### config.mk
export PLATFORM = sky130hd
export DESIGN_NAME = rtc_bus_sequencer_flat
export DESIGN_NICKNAME = d
export VERILOG_FILES = /design/src/rtl/rtc_pkg.sv /design/src/rtl/rtc_bus_sequencer_if.sv /design/src/rtl/rtc_phase_timer.sv /design/src/rtl/rtc_bus_sequencer.sv /design/src/flat_wrapper.sv
export SDC_FILE = /design/constraint.sdc
export NUM_CORES = 1
export LEC_CHECK = 0
export ABC_AREA = 1
export ABC_CLOCK_PERIOD_IN_PS = 1960
export BUFFER_PORTS_ARGS = -buffer_cell sky130_fd_sc_hd__buf_2
export CORE_ASPECT_RATIO = 1.4
export CORE_MARGIN = 2
export CORE_UTILIZATION = 47
export DETAILED_ROUTE_END_ITERATION = 6
export HOLD_SLACK_MARGIN = 0.1
export PLACE_DENSITY = 0.7
export SLEW_MARGIN = 15
export SYNTH_ARGS = -nofsm -noshare
export SYNTH_HDL_FRONTEND = slang
export SYNTH_SLANG_ARGS = --single-unit
### constraint.sdc
create_clock -name clk -period 1.96 [get_ports clk]
set_input_delay 0.098 -clock clk [delete_from_list [all_inputs] [get_ports clk]]
set_output_delay 0.098 -clock clk [all_outputs]
set_load 0.03 [all_outputs]
### src/rtl/rtc_pkg.sv
`default_nettype none
// ============================================================================
// Module      : rtc_pkg
// Description : Shared definitions for the RTC bus sequencer. Holds the
//               transaction state enumeration, the read-slot indices and the
//               nine-entry table that maps each slot to its RTC register
//               address.
// Ports       : none (package)
// Revision    : 1.0 - initial release
// ============================================================================
package rtc_pkg;

  typedef enum logic [2:0] {
    ST_IDLE  = 3'd0,
    ST_ADDR  = 3'd1,
    ST_GAP   = 3'd2,
    ST_DATA  = 3'd3,
    ST_RECOV = 3'd4
  } rtc_state_e;

  // Read-sweep slot indices (also the value presented on rd_index)
  localparam logic [3:0] SLOT_HOURS  = 4'd0;
  localparam logic [3:0] SLOT_MIN    = 4'd1;
  localparam logic [3:0] SLOT_SEC    = 4'd2;
  localparam logic [3:0] SLOT_MONTH  = 4'd3;
  localparam logic [3:0] SLOT_DAY    = 4'd4;
  localparam logic [3:0] SLOT_YEAR   = 4'd5;
  localparam logic [3:0] SLOT_THOURS = 4'd6;
  localparam logic [3:0] SLOT_TMIN   = 4'd7;
  localparam logic [3:0] SLOT_TSEC   = 4'd8;
  localparam int         NUM_SLOTS   = 9;

  // RTC register address for each read slot
  function automatic logic [7:0] rtc_addr(input logic [3:0] slot);
    case (slot)
      SLOT_HOURS:  rtc_addr = 8'h23;
      SLOT_MIN:    rtc_addr = 8'h22;
      SLOT_SEC:    rtc_addr = 8'h21;
      SLOT_MONTH:  rtc_addr = 8'h25;
      SLOT_DAY:    rtc_addr = 8'h24;
      SLOT_YEAR:   rtc_addr = 8'h26;
      SLOT_THOURS: rtc_addr = 8'h43;
      SLOT_TMIN:   rtc_addr = 8'h42;
      SLOT_TSEC:   rtc_addr = 8'h41;
      default:     rtc_addr = 8'h23;
    endcase
  endfunction

endpackage
`default_nettype wire

### src/rtl/rtc_bus_sequencer_if.sv
`default_nettype none
// ============================================================================
// Module      : rtc_bus_sequencer_if
// Description : User-side handshake and RTC multiplexed-bus signals of the
//               sequencer.
// Ports       : master - sequencer side (drives strobes, ad_out, read results,
//                        wr_ack); slave - user/RTC side (drives wr_req,
//                        wr_addr, wr_data, ad_in).
// Revision    : 1.0 - initial release
// ============================================================================
interface rtc_bus_sequencer_if;

  logic       wr_req;
  logic [7:0] wr_addr;
  logic [7:0] wr_data;
  logic       wr_ack;
  logic [7:0] rd_data;
  logic [3:0] rd_index;
  logic       rd_valid;
  logic       w_r;
  logic       busy;
  logic [7:0] ad_out;
  logic       ad_oe;
  logic [7:0] ad_in;
  logic       cs_n;
  logic       rd_n;
  logic       wr_n;
  logic       ale;

  modport master (
    input  wr_req, wr_addr, wr_data, ad_in,
    output wr_ack, rd_data, rd_index, rd_valid, w_r, busy,
    output ad_out, ad_oe, cs_n, rd_n, wr_n, ale
  );

  modport slave (
    output wr_req, wr_addr, wr_data, ad_in,
    input  wr_ack, rd_data, rd_index, rd_valid, w_r, busy,
    input  ad_out, ad_oe, cs_n, rd_n, wr_n, ale
  );

endinterface
`default_nettype wire

### src/rtl/rtc_phase_timer.sv
`default_nettype none
// ============================================================================
// Module      : rtc_phase_timer
// Description : Down-counter timing one bus phase. load_i restarts the phase,
//               done_o is high on the last cycle of the phase.
// Ports       : clk, rst   - clock, synchronous active-high reset
//               load_i     - start a new phase of PHASE_CYC cycles
//               count_i    - advance the counter
//               done_o     - current cycle is the last of the phase
// Revision    : 1.0 - initial release
// ============================================================================
module rtc_phase_timer #(
  parameter int PHASE_CYC = 4
) (
  input  logic clk,
  input  logic rst,
  input  logic load_i,
  input  logic count_i,
  output logic done_o
);

  // Loading PHASE_CYC-1 makes the phase span exactly PHASE_CYC cycles
  localparam logic [3:0] LOAD_VAL = 4'(PHASE_CYC - 1);

  logic [3:0] cnt_q;

  always_ff @(posedge clk) begin
    if (rst) begin
      cnt_q <= 4'd0;
    end else if (load_i) begin
      cnt_q <= LOAD_VAL;
    end else if (count_i && (cnt_q != 4'd0)) begin
      cnt_q <= cnt_q - 4'd1;
    end
  end

  assign done_o = (cnt_q == 4'd0);

endmodule
`default_nettype wire

### src/rtl/rtc_bus_sequencer.sv
`default_nettype none
// ============================================================================
// Module      : rtc_bus_sequencer
// Description : Sequences write and periodic read-sweep transactions onto a
//               multiplexed address/data RTC bus. Every transaction walks
//               ADDR -> GAP -> DATA -> RECOV, each phase PHASE_CYC cycles.
//               A refresh counter triggers a nine-register read sweep every
//               REFRESH_CYC cycles; user writes take priority and are slotted
//               between sweep reads.
// Ports       : clk, rst - clock, synchronous active-high reset
//               bus      - master modport: write handshake, read results,
//                          status (w_r, busy) and RTC bus strobes/data
// Revision    : 1.0 - initial release
// ============================================================================
module rtc_bus_sequencer
  import rtc_pkg::*;
#(
  parameter int PHASE_CYC   = 4,
  parameter int REFRESH_CYC = 100000
) (
  input  logic                 clk,
  input  logic                 rst,
  rtc_bus_sequencer_if.master  bus
);

  localparam int             RW           = $clog2(REFRESH_CYC);
  localparam logic [RW-1:0]  REFRESH_LAST = RW'(REFRESH_CYC - 1);
  localparam logic [3:0]     LAST_SLOT    = 4'(NUM_SLOTS - 1);

  rtc_state_e    state_q;
  logic [RW-1:0] refresh_q;
  logic [RW-1:0] refresh_d;
  logic          sweep_act_q;
  logic [3:0]    sweep_idx_q;
  logic          wr_block_q;
  logic [7:0]    data_q;

  logic          cs_n_q;
  logic          rd_n_q;
  logic          wr_n_q;
  logic          ale_q;
  logic          ad_oe_q;
  logic [7:0]    ad_out_q;
  logic          wr_ack_q;
  logic          rd_valid_q;
  logic [7:0]    rd_data_q;
  logic [3:0]    rd_index_q;
  logic          w_r_q;
  logic          busy_q;

  logic          w_expire;
  logic          w_wr_go;
  logic          w_start;
  logic          w_load;
  logic          w_count;
  logic          w_done;

  // --------------------------------------------------------------------------
  // Refresh counter: free-running, wraps on expiry
  // --------------------------------------------------------------------------
  assign w_expire  = (refresh_q == REFRESH_LAST);
  assign refresh_d = w_expire ? '0 : refresh_q + 1'b1;

  always_ff @(posedge clk) begin
    if (rst) begin
      refresh_q <= '0;
    end else begin
      refresh_q <= refresh_d;
    end
  end

  // --------------------------------------------------------------------------
  // Phase timer control. It is reloaded on every phase change so each
  // non-idle state lasts exactly PHASE_CYC cycles.
  // --------------------------------------------------------------------------
  // A write held high after its ack is blocked until wr_req is seen low
  assign w_wr_go = bus.wr_req && !wr_block_q;
  assign w_start = (state_q == ST_IDLE) && (w_wr_go || sweep_act_q);
  assign w_count = (state_q != ST_IDLE);
  assign w_load  = w_start || (w_count && w_done);

  rtc_phase_timer #(
    .PHASE_CYC (PHASE_CYC)
  ) u_phase_timer (
    .clk     (clk),
    .rst     (rst),
    .load_i  (w_load),
    .count_i (w_count),
    .done_o  (w_done)
  );

  // --------------------------------------------------------------------------
  // Transaction FSM with registered bus outputs. Outputs are set on the edge
  // that enters each state.
  // --------------------------------------------------------------------------
  always_ff @(posedge clk) begin
    if (rst) begin
      state_q     <= ST_IDLE;
      cs_n_q      <= 1'b1;
      rd_n_q      <= 1'b1;
      wr_n_q      <= 1'b1;
      ale_q       <= 1'b0;
      ad_oe_q     <= 1'b0;
      ad_out_q    <= 8'h00;
      wr_ack_q    <= 1'b0;
      rd_valid_q  <= 1'b0;
      rd_data_q   <= 8'h00;
      rd_index_q  <= 4'd0;
      w_r_q       <= 1'b1;
      busy_q      <= 1'b0;
      sweep_act_q <= 1'b0;
      sweep_idx_q <= 4'd0;
      wr_block_q  <= 1'b0;
      data_q      <= 8'h00;
    end else begin
      wr_ack_q   <= 1'b0;
      rd_valid_q <= 1'b0;

      if (!bus.wr_req) begin
        wr_block_q <= 1'b0;
      end

      // Expiry while a sweep is running is dropped, never queued
      if (w_expire && !sweep_act_q) begin
        sweep_act_q <= 1'b1;
      end

      case (state_q)
        ST_IDLE: begin
          if (w_start) begin
            state_q <= ST_ADDR;
            busy_q  <= 1'b1;
            ale_q   <= 1'b1;
            ad_oe_q <= 1'b1;
            cs_n_q  <= 1'b0;
            wr_n_q  <= 1'b0;
            rd_n_q  <= 1'b1;
            // Writes win arbitration over the next sweep read
            if (w_wr_go) begin
              w_r_q    <= 1'b0;
              ad_out_q <= bus.wr_addr;
              data_q   <= bus.wr_data;
            end else begin
              w_r_q    <= 1'b1;
              ad_out_q <= rtc_addr(sweep_idx_q);
            end
          end
        end

        ST_ADDR: begin
          if (w_done) begin
            state_q <= ST_GAP;
            ale_q   <= 1'b0;
            cs_n_q  <= 1'b1;
            wr_n_q  <= 1'b1;
            rd_n_q  <= 1'b1;
          end
        end

        ST_GAP: begin
          if (w_done) begin
            state_q <= ST_DATA;
            cs_n_q  <= 1'b0;
            if (w_r_q) begin
              rd_n_q  <= 1'b0;
              wr_n_q  <= 1'b1;
              ad_oe_q <= 1'b0;
            end else begin
              rd_n_q   <= 1'b1;
              wr_n_q   <= 1'b0;
              ad_oe_q  <= 1'b1;
              ad_out_q <= data_q;
            end
          end
        end

        ST_DATA: begin
          if (w_done) begin
            state_q <= ST_RECOV;
            cs_n_q  <= 1'b1;
            rd_n_q  <= 1'b1;
            wr_n_q  <= 1'b1;
            ad_oe_q <= 1'b0;
            // ad_in is sampled on the last DATA cycle
            if (w_r_q) begin
              rd_data_q  <= bus.ad_in;
              rd_index_q <= sweep_idx_q;
              rd_valid_q <= 1'b1;
            end
          end
        end

        ST_RECOV: begin
          if (w_done) begin
            state_q <= ST_IDLE;
            busy_q  <= 1'b0;
            if (!w_r_q) begin
              wr_ack_q   <= 1'b1;
              wr_block_q <= 1'b1;
            end else if (sweep_idx_q == LAST_SLOT) begin
              sweep_act_q <= 1'b0;
              sweep_idx_q <= 4'd0;
            end else begin
              sweep_idx_q <= sweep_idx_q + 4'd1;
            end
          end
        end

        default: begin
          state_q <= ST_IDLE;
        end
      endcase
    end
  end

  assign bus.cs_n     = cs_n_q;
  assign bus.rd_n     = rd_n_q;
  assign bus.wr_n     = wr_n_q;
  assign bus.ale      = ale_q;
  assign bus.ad_oe    = ad_oe_q;
  assign bus.ad_out   = ad_out_q;
  assign bus.wr_ack   = wr_ack_q;
  assign bus.rd_valid = rd_valid_q;
  assign bus.rd_data  = rd_data_q;
  assign bus.rd_index = rd_index_q;
  assign bus.w_r      = w_r_q;
  assign bus.busy     = busy_q;

endmodule
`default_nettype wire
### src/flat_wrapper.sv
// flat-port wrapper written by rule: the top's interface ports become plain ports
module rtc_bus_sequencer_flat import rtc_pkg::*;
#(
  parameter int PHASE_CYC   = 4,
  parameter int REFRESH_CYC = 100000
)
  (clk, rst, bus_wr_req, bus_wr_addr, bus_wr_data, bus_ad_in, bus_wr_ack, bus_rd_data, bus_rd_index, bus_rd_valid, bus_w_r, bus_busy, bus_ad_out, bus_ad_oe, bus_cs_n, bus_rd_n, bus_wr_n, bus_ale);
  rtc_bus_sequencer_if bus_i ();
  input  logic clk;
  input  logic rst;
  input wire logic [$bits(bus_i.wr_req)-1:0] bus_wr_req;
  input wire logic [$bits(bus_i.wr_addr)-1:0] bus_wr_addr;
  input wire logic [$bits(bus_i.wr_data)-1:0] bus_wr_data;
  input wire logic [$bits(bus_i.ad_in)-1:0] bus_ad_in;
  output wire logic [$bits(bus_i.wr_ack)-1:0] bus_wr_ack;
  output wire logic [$bits(bus_i.rd_data)-1:0] bus_rd_data;
  output wire logic [$bits(bus_i.rd_index)-1:0] bus_rd_index;
  output wire logic [$bits(bus_i.rd_valid)-1:0] bus_rd_valid;
  output wire logic [$bits(bus_i.w_r)-1:0] bus_w_r;
  output wire logic [$bits(bus_i.busy)-1:0] bus_busy;
  output wire logic [$bits(bus_i.ad_out)-1:0] bus_ad_out;
  output wire logic [$bits(bus_i.ad_oe)-1:0] bus_ad_oe;
  output wire logic [$bits(bus_i.cs_n)-1:0] bus_cs_n;
  output wire logic [$bits(bus_i.rd_n)-1:0] bus_rd_n;
  output wire logic [$bits(bus_i.wr_n)-1:0] bus_wr_n;
  output wire logic [$bits(bus_i.ale)-1:0] bus_ale;
  assign bus_i.wr_req = bus_wr_req;
  assign bus_i.wr_addr = bus_wr_addr;
  assign bus_i.wr_data = bus_wr_data;
  assign bus_i.ad_in = bus_ad_in;
  assign bus_wr_ack = bus_i.wr_ack;
  assign bus_rd_data = bus_i.rd_data;
  assign bus_rd_index = bus_i.rd_index;
  assign bus_rd_valid = bus_i.rd_valid;
  assign bus_w_r = bus_i.w_r;
  assign bus_busy = bus_i.busy;
  assign bus_ad_out = bus_i.ad_out;
  assign bus_ad_oe = bus_i.ad_oe;
  assign bus_cs_n = bus_i.cs_n;
  assign bus_rd_n = bus_i.rd_n;
  assign bus_wr_n = bus_i.wr_n;
  assign bus_ale = bus_i.ale;
  rtc_bus_sequencer #(.PHASE_CYC(PHASE_CYC), .REFRESH_CYC(REFRESH_CYC)) u_core (.clk(clk), .rst(rst), .bus(bus_i));
endmodule
==> summary.txt, run 1 <==
Timing
  • Worst slew pin tran: around 0.57 ns
  • Setup TNS: 0 ns
  • Rel. slew slack: ~62%
  • Final worst path period need: ~1.7 ns
  • Final period util: around nine tenths
  • Final slew viol count: 0
  • Hold Fails Final Rpt: 0
  • Achievable Freq: roughly 0.57 GHz
  • Setup violators final: 0
  • Clock Skews: 0.0123 ns
  • RSZ-0062 raised after global routing: no

Yosys
  • Syn nets: around 460
  • Netlist Area Pre-Place: 3190 um2
  • Ys async rst share: 0%
  • Register area share after synthesis: between 40% and 50%
  • Post-Syn Instances: about 430
  • Syn_area_per_cell: about 7.4 um2
  • Yosys warns: 0
  • Top_reg_cell synth: dfxtp_1
  • Flops & latches, synth: between 70 and 80
  • Post-synth EDFFs: 0
  • Netlist cell types: 37

Setup path
  • R2r worst-path depth: 9
  • Worst stage delay on the critical path: 0.31 ns
  • CP Launch Type: register
  • Worst Path Arrival: just over 2 ns
  • Critical path type: register to register
  • Critical R2R Launch: u_core.u_phase_timer.cnt_q[0]$_SDFFE_PP0P_
  • Crit-path cells: inv_1 > ha_1 > nand2_2 > inv_2 > nand4_1 > nor2_4 > buf_4 > o21ai_0 > a21oi_1
  • Crit. End Element: register
  • Critical Path RT: approximately 2.2 ns
  • Reg2Reg Setup Slack: between 0.2 and 0.25 ns
  • Crit Path Max Fanout: 9
  • Worst Setup SP: u_core.u_phase_timer.cnt_q[0]$_SDFFE_PP0P_
  • R2r endpoint: u_core.bus.rd_index[1]$_SDFFE_PP0P_
  • Slowest-stage cell, CP: dfxtp_1

Finish
  • Area Overhead vs Synth: 24.4%
  • Layout cell share with drive strength beyond 1: 20.2%
  • N_diodes: 0
  • Layout Cell Area excl Fill: between 3000 and 4000 um2
  • Final net count: about 550
  • Final Core Density: 60.3%

Hold path
  • End of the worst hold path: u_core.bus.ad_out[7]$_SDFFE_PP0P_
  • Hold WC Path Type: input port to register
  • Hold Startpoint: bus_wr_addr[7]
  • WHS Path Cells: 5

Place
  • PortBufs: between 50 and 60
  • Dpl cell area: approximately 3500 um2
  • RD Place Congestion: 0.866
  • HPWL Detailed: around 5200 um

Pwr
  • PwrDens: between 1000 and 1500 nW/um2
  • Leakage power total: between 1.5 and 2 nW
  • VDD IR max: 0.000609 V

Floorplan
  • Chip width: approximately 74 um
  • Die area: between 7000 and 8000 um2
  • Core ar.: ~6600 um2
  • Die Y: between 100 and 150 um
  • Number of cell rows: 35
  • IO Count: between 50 and 60
  • Starting Density: 48.5%

Global routing
  • Global-route wire length before repair: about 12000 um
  • Total grt overflow: 0
  • Antenna violations before repair: 0
  • Vias in the first global route: around 2800
  • Pin count of the biggest net entering global routing: 22
  • Gr usage total: roughly a fifth

Clock network
  • Num CTS Buffers: 9
  • Root Driver: clkbuf_8
  • Clock Latency Late Sink: between 0.3 and 0.4 ns
  • Clk pin slew, worst setup/hold paths: roughly 0.080 ns
  • H-tree depth: 3
  • TritonCTS clock tree: yes
  • # clock sinks: 72
  • Clock tree buffer depth: 2

Routing
  • DRC viols: 0
  • Routed Wire Length: between 7000 and 8000 um
  • WL/cell: around 12 um
  • Routed vias: between 2000 and 3000
  • DRT iter0 DRCs: about 140
  • First-pass iteration count of the detailed router: 4
  • Vias per cell: between 5 and 6
  • ANT nets after route: 0

Run
  • Max-cap violations: 0

Run status
  • Status: finished clean
==> cell usage after synthesis (2+ instances only) <==
| cell | count | share of area [%] |
|---|---|---|
| o21ai_1 | 2 | 0.31 |
| clkbuf_1 | 3 | 0.35 |
| nor2_1 | 63 | 7.4 |
| nor3_1 | 6 | 0.94 |
| buf_6 | 2 | 0.71 |
| ha_1 | 4 | 1.6 |
| nor4_1 | 2 | 0.39 |
| inv_2 | 4 | 0.47 |
| buf_2 | 2 | 0.31 |
| o21ai_2 | 2 | 0.55 |
| a21oi_1 | 28 | 4.4 |
| nand2_1 | 83 | 9.8 |
| nor2_4 | 7 | 2.5 |
| o21ai_0 | 39 | 6.1 |
| dfxtp_1 | 72 | 45 |
| nand3_1 | 28 | 4.4 |
| nand2_2 | 4 | 0.79 |
| nor3b_1 | 4 | 0.94 |
| inv_1 | 47 | 5.5 |
| nor2_2 | 2 | 0.39 |
| a31oi_1 | 5 | 0.98 |
| nand4_1 | 5 | 0.98 |
| xor2_1 | 3 | 0.82 |
| xnor2_1 | 2 | 0.55 |
==> through the flow <==
stage / setup WS, ns / hold WS, ns / power, mW / std cells
floorplan: 0.438 / 0.233 / 3.08 / 432
global placement: 0.248 / 0.320 / 3.41 / 557
detailed placement: 0.186 / 0.329 / 3.45 / 557
CTS: 0.174 / 0.146 / 4.77 / 590
global route: 0.000631 / 0.177 / 5.07 / 594
finish: 0.218 / 0.151 / 4.74 / 594
==> state kept, by name (all words and copies together), names as in the netlist, 3 cells and up, named ones only <==
name / count
u_core.bus.rd_data: 8
u_core.u_phase_timer.cnt_q: 4
u_core.state_q: 3
u_core.bus.ad_out: 8
u_core.sweep_idx_q: 4
u_core.data_q: 8
u_core.refresh_q: 17
u_core.bus.rd_index: 4
==> cell type report <==
class	instances	area (um2)
Clock inverter	6	92.6
Multi-Input combinational cell	299	1500
Tap cell	74	92.6
Fill cell	603	2610
Clock buffer	9	124
Timing Repair Buffer	82	523
Sequential cell	72	1440
Inverter	52	195
==> routing by layer <==
layer	share of wire, %	track usage, %	routed length [um]
met1	40	21.1	2870
met5	0	0	0
met4	2.3	10.2	170
met3	4.6	6.17	335
met2	53	37.4	3880
==> cell families after synthesis <==
logic type | synth area share, %
buffers and inverters | 7.85
AND/OR/NAND/NOR | 30.1
AO/OA/AOI/OAI | 13.9
XOR/XNOR | 1.37
adder cells (fa/ha/maj) | 1.57
flip-flops | 45.2
==> critical path: cells and delay by family (launching register included) <==
kind                       cells  cell delay, ns
and+or+nand+nor                3            0.57
buffers and inverters          3            0.37
DFF                            1            0.31
adders and majority gates      1            0.23
AOI/OAI and AO/OA              2            0.20
==> report_power, final <==
part	leakage (nW)	switching [mW]	internal [mW]
logic	1.07	1.09	0.507
registers	0.588	0.145	1.71
clock network	0.102	0.574	0.718
total	1.76	1.81	2.93
==> what timing repair did <==
item / CTS / global route
endpoints found under the hold margin: 21 / 0
setup endpoints to repair: 0 / 6
hold buffers: 18 / 0
gates resized for setup: 0 / 0
buffers inserted: 0 / 4
==> layout by cell type, fill, tap and decap left out, types with 6 or more instances in the layout <==
cell / n
nor3_1: 6
nor2_1: 63
dfxtp_1: 72
a21oi_1: 28
clkbuf_8: 9
buf_2: 55
buf_4: 9
inv_1: 47
dlygate4sd3_1: 18
nand3_1: 28
o21ai_0: 39
nor2_4: 7
nand2_1: 83
==> worst max path at each step <==
stage / endpoint / slack, ns / cells after the start
2_1_floorplan: register / 0.44 / 9
3_3_place_gp: u_core.bus.rd_data[4]$_SDFFE_PP0P_ / 0.25 / 9
3_5_place_dp: u_core.bus.rd_data[4]$_SDFFE_PP0P_ / 0.19 / 9
4_1_cts: u_core.bus.rd_data[4]$_SDFFE_PP0P_ / 0.17 / 9
5_1_grt: u_core.refresh_q[10]$_SDFF_PP0_ / 0.0006 / 8
6_report: u_core.bus.rd_index[1]$_SDFFE_PP0P_ / 0.22 / 9
Power figures use the tool's default switching activity.
==> run 2, diff against run 1 <==
--- a/config.mk
+++ b/config.mk
@@ -13,7 +13,7 @@
 export CORE_UTILIZATION = 47
 export DETAILED_ROUTE_END_ITERATION = 6
 export HOLD_SLACK_MARGIN = 0.1
-export PLACE_DENSITY = 0.7
+export PLACE_DENSITY = 0.76
 export SLEW_MARGIN = 15
 export SYNTH_ARGS = -nofsm -noshare
 export SYNTH_HDL_FRONTEND = slang
==> summary.txt, run 2 (same netlist as run 1, synthesis figures left out) <==
Routing
  • Vias per cell: approximately 5.1
  • DRC viols: 0
  • First-pass iteration count of the detailed router: 5
  • ANT nets after route: 0
  • Routed vias: approximately 3000
  • Routed Wire Length: between 7000 and 8000 um
  • WL/cell: 12.2 um
  • DRT iter0 DRCs: 170

Floorplan
  • Core ar.: 6570 um2
  • Number of cell rows: 35
  • Die Y: roughly 100 um
  • IO Count: 56
  • Die area: 7460 um2
  • Starting Density: 48.5%
  • Chip width: 73.6 um

Timing
  • RSZ-0062 raised after global routing: no
  • Clock Skews: roughly 0.0096 ns
  • Final worst path period need: about 1.7 ns
  • Hold Fails Final Rpt: 0
  • Final period util: between 80 and 90%
  • Setup violators final: 0
  • Achievable Freq: 0.574 GHz
  • Setup TNS: 0 ns
  • Worst slew pin tran: 0.565 ns
  • Rel. slew slack: approximately 62%
  • Final slew viol count: 0
  • Hold slack: ~0.16 ns

Clock network
  • Root Driver: clkbuf_8
  • H-tree depth: 3
  • # clock sinks: ~70
  • Num CTS Buffers: 9
  • Clock tree buffer depth: 2
  • TritonCTS clock tree: yes
  • Clk pin slew, worst setup/hold paths: about 0.080 ns
  • Clock Latency Late Sink: approximately 0.34 ns

Global routing
  • Global-route wire length before repair: 12100 um
  • Pin count of the biggest net entering global routing: 22
  • Total grt overflow: 0
  • Gr usage total: between 20% and 30%
  • Antenna violations before repair: 0
  • Vias in the first global route: approximately 2900

Setup path
  • Slowest-stage cell, CP: dfxtp_1
  • Crit Path Max Fanout: 7
  • Worst stage delay on the critical path: 0.30 ns
  • WP buf/inv: 1
  • Cell family with the largest share of critical-path delay: simple AND/OR/NAND/NOR gates
  • Crit path top cell by count: nand2_1
  • Crit. End Element: register
  • Critical path type: register to register
  • Worst Setup SP: u_core.u_phase_timer.cnt_q[0]$_SDFFE_PP0P_
  • R2r worst-path depth: 11
  • Critical R2R Launch: u_core.u_phase_timer.cnt_q[0]$_SDFFE_PP0P_
  • Reg2Reg Setup Slack: 0.22 ns
  • CP Launch Type: register
  • Crit-path cells: inv_1 > ha_1 > nand3_1 > nor2_4 > nand2_1 > nand3_1 > nand2_1 > nand2_1 > nand2_1 > nand2_1 > nand2_1
  • Worst Path Arrival: between 1.5 and 2 ns
  • Critical Path RT: 2.20 ns

Pwr
  • Sw power: roughly 1.8 mW
  • Clock power share: between 20% and 30%
  • PwrDens: around 1200 nW/um2
  • Int Power: slightly above 3 mW
  • Sw Share: 37.0%
  • Leakage power total: between 1.5 and 2 nW
  • Gate power share: ~33%
  • VDD IR max: 0.000571 V
  • Flop pwr share: between 30% and 40%

Finish
  • Most common cell after layout, fill and taps aside: nand2_1
  • Area occupied by registers: ~1400 um2
  • Fill count: roughly 600
  • Layout cell share with drive strength beyond 1: around a fifth
  • Most frequent cells in the layout: nand2_1, dfxtp_1, nor2_1, buf_2, inv_1
  • Final Core Density: 60.8%
  • Largest register FFs: 17
  • Reg with most FFs: u_core.refresh_q
  • Area of the multi-input gates: 1500 um2
  • Non-Filler Instances: a little under 600
  • Area Overhead vs Synth: 25.2%
  • N_diodes: 0
  • Final net count: between 500 and 600

Hold path
  • Hold Startpoint: bus_wr_addr[7]
  • Hold WC Path Type: input port to register
  • End of the worst hold path: u_core.bus.ad_out[7]$_SDFFE_PP0P_
  • WHS Path Cells: 5

Run status
  • Status: finished clean

Run
  • Max-cap violations: 0

Place
  • RD Place Congestion: 0.878
  • Placed cells: roughly 560
  • HPWL Detailed: ~5200 um
  • PortBufs: 55
-- run 2: cell count changes in the layout (fill, tap and decap cells not counted), sizes merged --
| cell | before | now |
|---|---|---|
| inv | 53 | 51 |
| clkinv | 1 | 4 |
| buf | 64 | 62 |
| clkinvlp | 2 | 1 |
| bufinv | 2 | 3 |
-- run 2: metal layers --
layer | up-vias | part of all wire [%] | global-route usage, %
met2 | 72 | 53 | 37.5
met4 | 0 | 1.9 | 11.2
li1 | 1564 | - | -
met3 | 14 | 4.3 | 5.87
met1 | 1356 | 40 | 20.9
met5 | - | 0 | 0
-- run 2: power groups by stage --
stage / sequential, mW / clock, mW / combinational, mW
detailed placement: 1.89 / 0 / 1.57
finish: 1.85 / 1.41 / 1.61
global placement: 1.87 / 0 / 1.54
CTS: 1.85 / 1.45 / 1.61
floorplan: 2.14 / 0 / 0.937
global route: 1.89 / 1.50 / 1.80
-- run 2: cell type report --
class / count / area share [%]
multi-input combinational: 299 / 37.5
tap: 74 / 2.32
clock inverter: 7 / 3.01
inverter: 52 / 4.89
timing repair buffer: 80 / 13.0
sequential: 72 / 36.1
clock buffer: 9 / 3.10
-- run 2: timing repair --
item | in CTS | in global routing
endpoints found under the hold margin | 21 | 0
gates resized for setup | 0 | 1
buffers inserted | 0 | 2
endpoints found under the setup margin | 0 | 9
hold buffers | 18 | 0
-- run 2: per-stage QoR --
step,instance area [um2],power (mW),worst slack (ns)
5_1_grt,3990,5.19,0.0395
4_1_cts,3960,4.91,0.171
3_3_place_gp,3540,3.41,0.220
6_report,3990,4.88,0.219
3_5_place_dp,3540,3.45,0.184
2_1_floorplan,3190,3.08,0.438
-- run 2: worst register-to-register path: stages, from the launching register on --
cell and delay, ns:
dfxtp_1 0.30, inv_1 0.10, ha_1 0.22, nand3_1 0.19, nor2_4 0.21, nand2_1 0.08
nand3_1 0.18, nand2_1 0.14, nand2_1 0.08, nand2_1 0.05, nand2_1 0.05, nand2_1 0.05
-- run 2: worst max-delay path by stage --
stage                     slack, ns  cells after the start                            endpoint
after floorplan                0.44                      9                            register
after global placement         0.22                      9  u_core.bus.rd_data[0]$_SDFFE_PP0P_
after detailed placement       0.18                      9  u_core.bus.rd_data[6]$_SDFFE_PP0P_
after CTS                      0.17                      9  u_core.bus.rd_data[6]$_SDFFE_PP0P_
after global routing           0.04                      9                            register
final                          0.22                     11                            register
==> run 3, diff against run 2 <==
--- a/config.mk
+++ b/config.mk
@@ -5,8 +5,7 @@
 export SDC_FILE = /design/constraint.sdc
 export NUM_CORES = 1
 export LEC_CHECK = 0
-export ABC_AREA = 1
-export ABC_CLOCK_PERIOD_IN_PS = 1960
+export ABC_CLOCK_PERIOD_IN_PS = 2200
 export BUFFER_PORTS_ARGS = -buffer_cell sky130_fd_sc_hd__buf_2
 export CORE_ASPECT_RATIO = 1.4
 export CORE_MARGIN = 2
==> constraint.sdc (replaced) <==
create_clock -name clk -period 2.2 [get_ports clk]
set_input_delay 0.11 -clock clk [delete_from_list [all_inputs] [get_ports clk]]
set_output_delay 0.11 -clock clk [all_outputs]
set_load 0.03 [all_outputs]
==> summary.txt, run 3 <==
Setup path
  • Critical path type: register to register
  • Critical Path RT: 2.44 ns
  • Slowest-stage cell, CP: or4_4
  • Crit. End Element: register
  • WP buf/inv: 1
  • Worst Path Arrival: ~2.5 ns
  • Worst Setup SP: u_core.u_phase_timer.cnt_q[1]$_SDFFE_PP0P_
  • Cell family with the largest share of critical-path delay: simple AND/OR/NAND/NOR gates
  • CP Launch Type: register
  • Critical R2R Launch: u_core.u_phase_timer.cnt_q[1]$_SDFFE_PP0P_
  • Crit-path cells: inv_2 > ha_4 > or3b_4 > or4_4 > and2_4 > maj3_2 > or3_1
  • Crit Path Max Fanout: 5
  • Worst stage delay on the critical path: 0.52 ns

Routing
  • Routed vias: 2923
  • Vias per cell: 5.43
  • DRT iter0 DRCs: between 100 and 150
  • ANT nets after route: 0
  • First-pass iteration count of the detailed router: 4
  • DRC viols: 0
  • WL/cell: roughly 14 um
  • Routed Wire Length: around 7500 um

Yosys
  • Area contributors post-synth: dfxtp_1, nand2_1, a21oi_1, nor2_1, xor2_1
  • Netlist Area Pre-Place: slightly above 3000 um2
  • Post-synth EDFFs: 0
  • Yosys top cell area share: a little under half
  • Syn_area_per_cell: around 8.4 um2
  • Yosys warns: 0
  • Post-synth top area cell: dfxtp_1
  • Top_reg_cell synth: dfxtp_1
  • Post-Syn Instances: roughly 370
  • Register area share after synthesis: between 40% and 50%
  • Most instantiated library cell after synthesis: dfxtp_1
  • Flops & latches, synth: between 70 and 80
  • Ys async rst share: 0%
  • Commonest cells in the netlist: dfxtp_1, nand2_1, a21oi_1
  • Netlist cell types: between 50 and 60
  • Syn nets: between 400 and 500

Run status
  • Failing checks: negative setup slack
  • Status: finished, violations left

Floorplan
  • Die Y: between 100 and 150 um
  • Die area: approximately 7300 um2
  • IO Count: 56
  • Chip width: between 70 and 80 um
  • Core ar.: 6480 um2
  • Starting Density: roughly half
  • Number of cell rows: 35

Pwr
  • PwrDens: 953 nW/um2
  • VDD IR max: 0.000484 V
  • Leakage power total: roughly 1.7 nW

Global routing
  • Pin count of the biggest net entering global routing: 33
  • Vias in the first global route: 2771
  • Total grt overflow: 0
  • Antenna violations before repair: 0
  • Gr usage total: 21.0%
  • Global-route wire length before repair: 12200 um

Clock network
  • Root Driver: clkbuf_8
  • Clock tree buffer depth: 2
  • Clk pin slew, worst setup/hold paths: 0.08 ns
  • Num CTS Buffers: 9
  • TritonCTS clock tree: yes
  • H-tree depth: 3
  • # clock sinks: between 70 and 80
  • Clock Latency Late Sink: around 0.34 ns

Place
  • PortBufs: between 50 and 60
  • HPWL Detailed: 4960 um
  • Dpl cell area: about 3600 um2
  • RD Place Congestion: 0.864
  • Worst slack, placed: -0.0604 ns

Finish
  • Fill count: about 550
  • Layout cell share with drive strength beyond 1: between 20 and 30%
  • N_diodes: 0
  • Final net count: 490
  • Most frequent cells in the layout: nand2_1, dfxtp_1, buf_2, a21oi_1, nor2_1
  • Area Overhead vs Synth: 31.6%
  • Layout Cell Area excl Fill: ~4100 um2
  • Largest register FFs: 17
  • Reg with most FFs: u_core.refresh_q
  • Final Core Density: ~63%

Timing
  • Worst slew pin tran: roughly 0.58 ns
  • Final slew viol count: 0
  • Setup slack after layout: -0.0630 ns
  • Achievable Freq: about 0.44 GHz
  • RSZ-0062 raised after global routing: yes
  • Hold Fails Final Rpt: 0
  • Setup TNS: -0.113 ns
  • Hold slack: 0.192 ns
  • Rel. slew slack: 60.8%
  • Clock Skews: 0.0120 ns
  • Final period util: 103%
  • Setup violators final: 3
  • Final worst path period need: between 2 and 2.5 ns

Run
  • Max-cap violations: 0

Hold path
  • Hold WC Path Type: input port to register
  • Hold Startpoint: bus_wr_addr[1]
run 3: report_power, final:
part / total, mW / leakage, nW / switching [mW] / internal, mW
Clock: 1.29 / 0.126 / 0.477 / 0.813
Combinational: 1.09 / 0.977 / 0.671 / 0.424
Sequential: 1.52 / 0.588 / 0.0787 / 1.44
Total: 3.91 / 1.69 / 1.23 / 2.68
run 3: logic make-up (layout without fill, tap and decap cells):
family          count (synthesis)  in the layout  share of synthesized area, %
xor+xnor                       16             16                          4.50
flops                          72             72                          46.3
fa+ha+maj                       5              5                          1.97
compound gates                 79             79                          15.6
mux                             5              5                          1.61
buf+inv                        29            122                          3.86
simple gates                  165            165                          26.2
run 3: final timing paths:
kind,to,slack [ns],cells after the start
min reg2reg,u_core.bus.ad_out[5]$_SDFFE_PP0P_,0.45,2
max reg2reg,register,-0.06,7
min,u_core.bus.ad_out[1]$_SDFFE_PP0P_,0.19,5
max,register,-0.06,7
run 3: metal layers:
layer  global-route usage (%)  up-vias  wire [um]
met4                     11.3        0        150
met1                     24.1     1359       3120
met5                        0        -          0
met3                     3.71       16        277
met2                     36.4       77       3990
li1                         -     1471          -
run 3: cell type report:
class	count	area, um2	area share (%)
sequential	72	1450	35.3
timing repair buffer	98	678	16.5
tap	74	92.6	2.26
multi-input combinational	270	1600	39.0
clock inverter	5	103	2.50
inverter	8	30.0	0.732
clock buffer	11	151	3.69
run 3: per-stage QoR:
step	cells	total power, mW
2_1_floorplan	371	2.25
3_3_place_gp	500	2.55
3_5_place_dp	500	2.58
4_1_cts	536	3.89
5_1_grt	538	4.10
6_report	538	3.91
run 3: worst reg2reg max path, cell delays in order (launching register included):
cell and delay (ns):
dfxtp_2 0.33, inv_2 0.08, ha_4 0.13, or3b_4 0.40, or4_4 0.52, and2_4 0.15
maj3_2 0.27, or3_1 0.29
run 3: what timing repair did:
item	CTS	global route
hold buffers	20	0
gates resized for setup	1	8
setup endpoints to repair	4	24
buffers inserted	0	1
pin swaps	0	2
gates cloned	0	1
hold endpoints to repair	20	0
